$ cat src/rtl/esdi_cmd_scheduler.sv
// esdi_cmd_scheduler: round-robin sharing of the ESDI command serializer between CSR and seek/read requesters.
// Define ESDI_ATTN_POLL_EN to poll drive status automatically on esdi_attention.
module esdi_cmd_scheduler #(
  parameter int          RSP_TIMEOUT     = 2_000_000,
  parameter int          CMD_GAP         = 100,
  parameter logic [16:0] ATTN_STATUS_CMD = 17'h1_0000
) (
  input  logic        csr_aclk,
  input  logic        csr_areset,
  input  logic [1:0]  req_valid,
  output logic [1:0]  req_ready,
  input  logic [33:0] req_data,
  output logic [1:0]  rsp_valid,
  input  logic [1:0]  rsp_ready,
  output logic [17:0] rsp_data,
  output logic        ser_cmd_valid,
  input  logic        ser_cmd_ready,
  output logic [16:0] ser_cmd_data,
  input  logic        ser_busy,
  input  logic        ser_rsp_valid,
  output logic        ser_rsp_ready,
  input  logic [17:0] ser_rsp_data,
  input  logic        esdi_attention,
  output logic        attn_status_valid,
  output logic [17:0] attn_status_data,
  output logic [1:0]  grant_owner
);
`ifdef ESDI_ATTN_POLL_EN
  localparam bit ATTN_EN = 1'b1;
`else
  localparam bit ATTN_EN = 1'b0;
`endif
  localparam int TMAX = RSP_TIMEOUT > CMD_GAP ? RSP_TIMEOUT : CMD_GAP;
  localparam int TW   = $clog2(TMAX) + 1;
  typedef enum logic [2:0] {IDLE, ISSUE, DRAIN, WAIT_RSP, DELIVER, GAP} state_t;
  state_t      state_q;
  logic [TW-1:0] timer_q, tinc;
  logic        rr_last_q, attn_q, win, take, attn_take;
  logic [16:0] word;
  logic [17:0] rsp_word;
  logic [1:0]  rsp_valid_q, grant_owner_q;
  logic [17:0] rsp_data_q, attn_status_data_q;
  logic [16:0] ser_cmd_data_q;
  logic        ser_cmd_valid_q, ser_rsp_ready_q, attn_status_valid_q;
  // winner is the first valid requester after the last one served
  always_comb begin
    win       = rr_last_q ? ~req_valid[0] : req_valid[1];
    attn_take = ATTN_EN && esdi_attention;
    take      = !csr_areset && state_q == IDLE && !ser_busy;
    req_ready = (take && !attn_take) ? (req_valid & (win ? 2'b10 : 2'b01)) : 2'b00;
    word      = win ? req_data[33:17] : req_data[16:0];
    rsp_word  = ser_rsp_valid ? ser_rsp_data : 18'h2_0000;
    tinc      = timer_q + TW'(timer_q != {TW{1'b1}});
  end
  always_ff @(posedge csr_aclk) begin
    if (csr_areset) begin
      state_q             <= IDLE;
      timer_q             <= '0;
      rr_last_q           <= 1'b1;
      attn_q              <= 1'b0;
      rsp_valid_q         <= 2'b00;
      rsp_data_q          <= '0;
      ser_cmd_valid_q     <= 1'b0;
      ser_cmd_data_q      <= '0;
      ser_rsp_ready_q     <= 1'b0;
      attn_status_valid_q <= 1'b0;
      attn_status_data_q  <= '0;
      grant_owner_q       <= 2'b00;
    end else begin
      ser_rsp_ready_q     <= 1'b1;
      attn_status_valid_q <= 1'b0;
      case (state_q)
        IDLE:
          if (take && attn_take) begin
            ser_cmd_data_q  <= ATTN_STATUS_CMD;
            ser_cmd_valid_q <= 1'b1;
            attn_q          <= 1'b1;
            grant_owner_q   <= 2'b00;
            state_q         <= ISSUE;
          end else if (|req_ready) begin
            ser_cmd_data_q  <= word;
            ser_cmd_valid_q <= 1'b1;
            attn_q          <= 1'b0;
            rr_last_q       <= win;
            grant_owner_q   <= req_ready;
            state_q         <= ISSUE;
          end
        ISSUE:
          if (ser_cmd_ready) begin
            ser_cmd_valid_q <= 1'b0;
            timer_q         <= '0;
            state_q         <= ser_cmd_data_q[16] ? WAIT_RSP : DRAIN;
          end
        DRAIN:
          if (!timer_q[0]) timer_q <= TW'(1);
          else if (!ser_busy) begin
            timer_q       <= '0;
            grant_owner_q <= 2'b00;
            state_q       <= CMD_GAP == 0 ? IDLE : GAP;
          end
        WAIT_RSP:
          if (ser_rsp_valid || timer_q == TW'(RSP_TIMEOUT - 1)) begin
            if (attn_q) begin
              attn_status_valid_q <= 1'b1;
              attn_status_data_q  <= rsp_word;
            end else begin
              rsp_valid_q <= grant_owner_q;
              rsp_data_q  <= rsp_word;
            end
            state_q <= DELIVER;
          end else timer_q <= tinc;
        DELIVER:
          if (attn_q || |(rsp_valid_q & rsp_ready)) begin
            rsp_valid_q   <= 2'b00;
            grant_owner_q <= 2'b00;
            timer_q       <= '0;
            state_q       <= CMD_GAP == 0 ? IDLE : GAP;
          end
        GAP:
          if (timer_q == TW'(CMD_GAP - 1)) state_q <= IDLE;
          else timer_q <= tinc;
        default: state_q <= IDLE;
      endcase
    end
  end
  assign rsp_valid         = rsp_valid_q;
  assign rsp_data          = rsp_data_q;
  assign ser_cmd_valid     = ser_cmd_valid_q;
  assign ser_cmd_data      = ser_cmd_data_q;
  assign ser_rsp_ready     = ser_rsp_ready_q;
  assign attn_status_valid = attn_status_valid_q;
  assign attn_status_data  = attn_status_data_q;
  assign grant_owner       = grant_owner_q;
endmodule

$ cat config.mk
export PLATFORM = sky130hd
export DESIGN_NAME = esdi_cmd_scheduler
export DESIGN_NICKNAME = d
export VERILOG_FILES = /design/src/rtl/esdi_cmd_scheduler.sv
export SDC_FILE = /design/constraint.sdc
export NUM_CORES = 1
export LEC_CHECK = 0
export ABC_AREA = 0
export CAP_MARGIN = 25
export CELL_PAD_IN_SITES_DETAIL_PLACEMENT = 1
export CELL_PAD_IN_SITES_GLOBAL_PLACEMENT = 1
export CORE_AREA = 4 4 117 119
export DETAILED_ROUTE_END_ITERATION = 12
export DIE_AREA = 0 0 121 123
export HOLD_SLACK_MARGIN = 0.06
export PLACE_DENSITY_LB_ADDON = 0.1
export SLEW_MARGIN = 30
export SYNTH_ARGS = -nofsm -noshare
export SYNTH_HDL_FRONTEND = slang
export SYNTH_SLANG_ARGS = --single-unit
$ cat constraint.sdc
create_clock -name csr_aclk -period 2.4 [get_ports csr_aclk]
set_input_delay 0.72 -clock csr_aclk [delete_from_list [all_inputs] [get_ports csr_aclk]]
set_output_delay 0.72 -clock csr_aclk [all_outputs]
set_load 0.1 [all_outputs]
* Yosys cells after proc, flatten, opt, wreduce, memory -nomap -nowiden
Cells that the tools add are included.
Cells by class: multipliers 0, reduce and logical (&&, ||, !) cells 20, bitwise operators 3, muxes and demuxes 32, div/mod/pow operators 0, equality and inequality tests 18, shift operators 0, magnitude comparators 0, $add $sub $neg 1
Operators by type and width (count):
- 22-bit two-way mux | 6
- 22-bit case mux with 5 select lines | 1
- 22-bit by 1-bit adder with 22-bit output | 1
- 22-bit by 21-bit equality test with 1-bit output (second input constant) | 1
- 22-bit by 7-bit equality test with 1-bit output (second input constant) | 1
- 22-bit inequality test (second input constant) | 1
- 3-bit two-way mux | 7
- 18-bit two-way mux | 1
- 3-bit case mux with 6 select lines | 1
- 17-bit two-way mux | 1
- 2-bit inequality test (second input constant) | 8
- 2-bit two-way mux | 7
- 5-bit AND reduction | 2
- 7-bit AND reduction | 1
- 3-bit by 2-bit equality test with 1-bit output (second input constant) | 2
- 3-bit equality test (second input constant) | 2
- 2-bit case mux with 3 select lines | 1
- 3-bit AND reduction | 2
- 6-bit AND reduction | 1
- 1-bit two-way mux | 5
- 5-bit nonzero test | 1
- 2-bit bitwise AND | 2
- 2-bit case mux with 2 select lines | 1
- 2-bit AND reduction | 2
- other kinds (12) | 16
Word-level totals: bits in read-only memories 0, memory bits (writable) 0, register bits 67, bits of input ports 62, bits in latches 0, memories kept 0, word-level logic and storage cells 84

* Longest topological paths before layout
depth after elaboration 8, mapped depth 12

* Least setup slack after synthesis
OpenSTA, ideal clock, no wires.
path kind input port to output port, from input csr_areset, to output req_ready[0], stages 4, required time 1.680 ns, path slack -1.012 ns, arrival 2.692 ns, cells stage by stage nor3_1 -> and2_1 -> nand2_1 -> a21oi_1
Between the ends: longest elaborated chain between the ends 4
Ends and longest elaborated chain:
- start, declared | RTL line 9 | input logic csr_areset,
- 1-bit zero test | RTL line 49 | take = !csr_areset && state_q == IDLE && !ser_busy;
- 1-bit logical AND (2 in series) | RTL line 49
- 2-bit two-way mux | RTL line 50 | req_ready = (take && !attn_take) ? (req_valid & (win ? 2'b10 : 2'b01)) : 2'b00;
- end, declared | RTL line 11 | output logic [1:0] req_ready,
Every way passes these cells.

* Worst setup path in the final report
from input ser_busy, to output req_ready[0]
Between the ends: longest elaborated chain between the ends 3
Ends and longest elaborated chain:
- start, declared | RTL line 19 | input logic ser_busy,
- 1-bit zero test
- 1-bit logical AND | RTL line 49
- 2-bit two-way mux | RTL line 50
Every way passes these cells.

==> out/qor.csv <==
metric;value;unit
final-seq-area;0.001351;mm²
synth_ff_type;dfxtp_1;
hold_violations;0;
first_pass_iters;6;
synthTopCellsByArea;dfxtp_1 37%, nand2_1 4.9%, a32o_1 4.7%;
stdcell_count;748;
cts_buffers;9;
synth-edff-count;0;
final_common_cell;buf_4;
cp_max_fo;3;
crit_required;1.68;ns
cts_sinks;67;
slowest_stage;and2_4;
pre_cts_slack;-0.4200;ns
cp.arrival;1.63;ns
io_buffers;103;
fin_crit;2.355;ns
synth_top_area_share;37.31;%
hp-class;reg2reg;
power;3.376;mW
tns;0;ns
grt_pass1_wl;20180;µm
worst_pin_slew;0.7628;ns
grt_max_degree;66;
ant_nets;0;
setup_ws;0.04513;ns
status;finished clean;
rows;41;
final_nets;635;
vias;3815;
yosysWarnings;0;
finClkSkew;0.009052;ns
fp.dieH;123;µm
start_util;28.60;%
fillers;1491;
grt_overflow;0;
relSlewSlack;49.15;%
synth-seq-cells;67;
critPathKind;in2out;
synth.cell_area;0.003595;mm²
clk_path_buf_depth;2;
dpl.hpwl;9092;µm
htreeDepth;3;
fmax;424.7;MHz
irDropWorstVdd;0.2897;mV
seq_area_frac_synth;37.31;%
slowest_delay;0.20;ns
final-setup-viol-count;0;
clk_latency;0.35;ns
wire_per_inst;16.81;µm
drtIter0Drc;207;
dieArea;0.01488;mm²
placed_cells;730;
async_flop_share;0;%
p_leak;1.998;nW
whs;0.4799;ns
yosysTopAreaCell;dfxtp_1;
layout_common_cells;85 x buf_4, 61 x dfxtp_1, 56 x clkdlybuf4s50_1;
cts_tree;yes;
period_share;98.12;%
crit_family;simple AND/OR/NAND/NOR gates;
ys_types;52;
slew_violations;0;
boundaryPins;124;
postCtsHoldBufs;0;
synthCells;445;
drive_gt1_share;23.61;%
power.density;636.1;mW/mm²
core-area;0.01257;mm²
antennaDiodeCount;0;
cp-start-kind;primary input;
path_buf_inv;2;
worstPathCellList;buf_2, nor3_4, and2_4, nand2_4, a21oi_4, buf_12;
routed_wl;12570;µm
drc;0;
clock-root-buffer;clkbuf_16;
first_global_vias;3975;
viasPerCell;5.100;
clk_pin_slew;0.06;ns
area_growth;47.65;%
place_congestion;0.7942;
antenna_found_initial;0;
cap_violations;0;
end_kind;output port;
syn_area_per_cell;8.078;µm²
grt_usage;17.13;%
die_w;121;µm
multi_input_area;0.002059;mm²
[layout make-up]
type | count | area share, %
tap | 172 | 4.055
sequential | 67 | 25.46
clock inverter | 5 | 0.9901
timing repair buffer | 151 | 25.20
inverter | 12 | 0.9194
clock buffer | 11 | 4.573
multi-input combinational | 330 | 38.80
[routing by layer]
layer | share of wire, % | global-route usage [%]
met5 | 0 | 0
met4 | 1.1 | 5.099
met3 | 5.9 | 6.313
met2 | 51 | 28.97
met1 | 42 | 20.37
[cells in the mapped netlist (all sizes together), types with 2 or more instances]
| library cell | instances |
|---|---|
| a32o | 17 |
| nand2 | 47 |
| nor2 | 29 |
| nand3 | 28 |
| a31o | 3 |
| a21boi | 2 |
| o211ai | 6 |
| nor3 | 19 |
| a211oi | 19 |
| nor4 | 11 |
| nor3b | 2 |
| buf | 23 |
| or4b | 2 |
| ha | 2 |
| o21a | 5 |
| o31ai | 3 |
| and3 | 3 |
| o21ai | 24 |
| mux2i | 17 |
| a21oi | 31 |
| dfxtp | 67 |
| inv | 12 |
| and4 | 6 |
| and2 | 3 |
| or2 | 4 |
| a31oi | 2 |
| clkbuf | 31 |
| nor2b | 2 |
| nand4 | 8 |
[through the flow]
stage / util, % / cell area, µm²
5_1_grt: 42.23 / 5308
3_5_place_dp: 39.30 / 4940
2_1_floorplan: - / 3687
6_report: 42.23 / 5308
3_3_place_gp: 39.30 / 4940
4_1_cts: 41.87 / 5263
[timing repair]
item,CTS,global route
pin swaps,1,2
resized for setup,11,13
endpoints found under the setup margin,2,20
buffers inserted,2,0
[cells by family (layout without fill, tap and decap cells)]
family | Yosys count | after routing | synth area share (%)
XOR/XNOR | 1 | 1 | 0.2437
buffers and inverters | 66 | 179 | 9.328
other | 1 | 19 | 0.1043
multiplexers | 17 | 17 | 4.734
AO/OA/AOI/OAI | 122 | 122 | 23.43
flip-flops | 67 | 67 | 37.31
adder cells (fa/ha/maj) | 2 | 2 | 0.6960
AND/OR/NAND/NOR | 169 | 169 | 24.16
[registers in the layout, indices dropped and copies added, names as in the netlist]
register and count:
grant_owner 2, rr_last_q 1, ser_rsp_ready 1, timer_q 22, ser_cmd_data 17, rsp_data 18
rsp_valid 2, ser_cmd_valid 1, state_q 3
[tightest hold or removal path: stages (launching register included)]
cell	delay, ns
dfxtp_1	0.31
o21ai_0	0.07
a21oi_1	0.06
[power breakdown]
| part | switching (mW) | internal [mW] |
|---|---|---|
| combinational | 0.579 | 0.262 |
| sequential | 0.0351 | 1.15 |
| clock | 0.523 | 0.827 |
| total | 1.14 | 2.24 |
[final timing paths]
check / cells past startpoint / slack, ns / to / from
setup / recovery: 6 / 0.05 / req_ready[0] / ser_busy
hold / removal: 2 / 0.48 / rsp_data[7] / rsp_data[7]
setup reg to reg: 7 / 0.13 / timer_q[4] / timer_q[12]
hold reg to reg: 2 / 0.48 / rsp_data[7] / rsp_data[7]
Power figures use the tool's default switching activity.
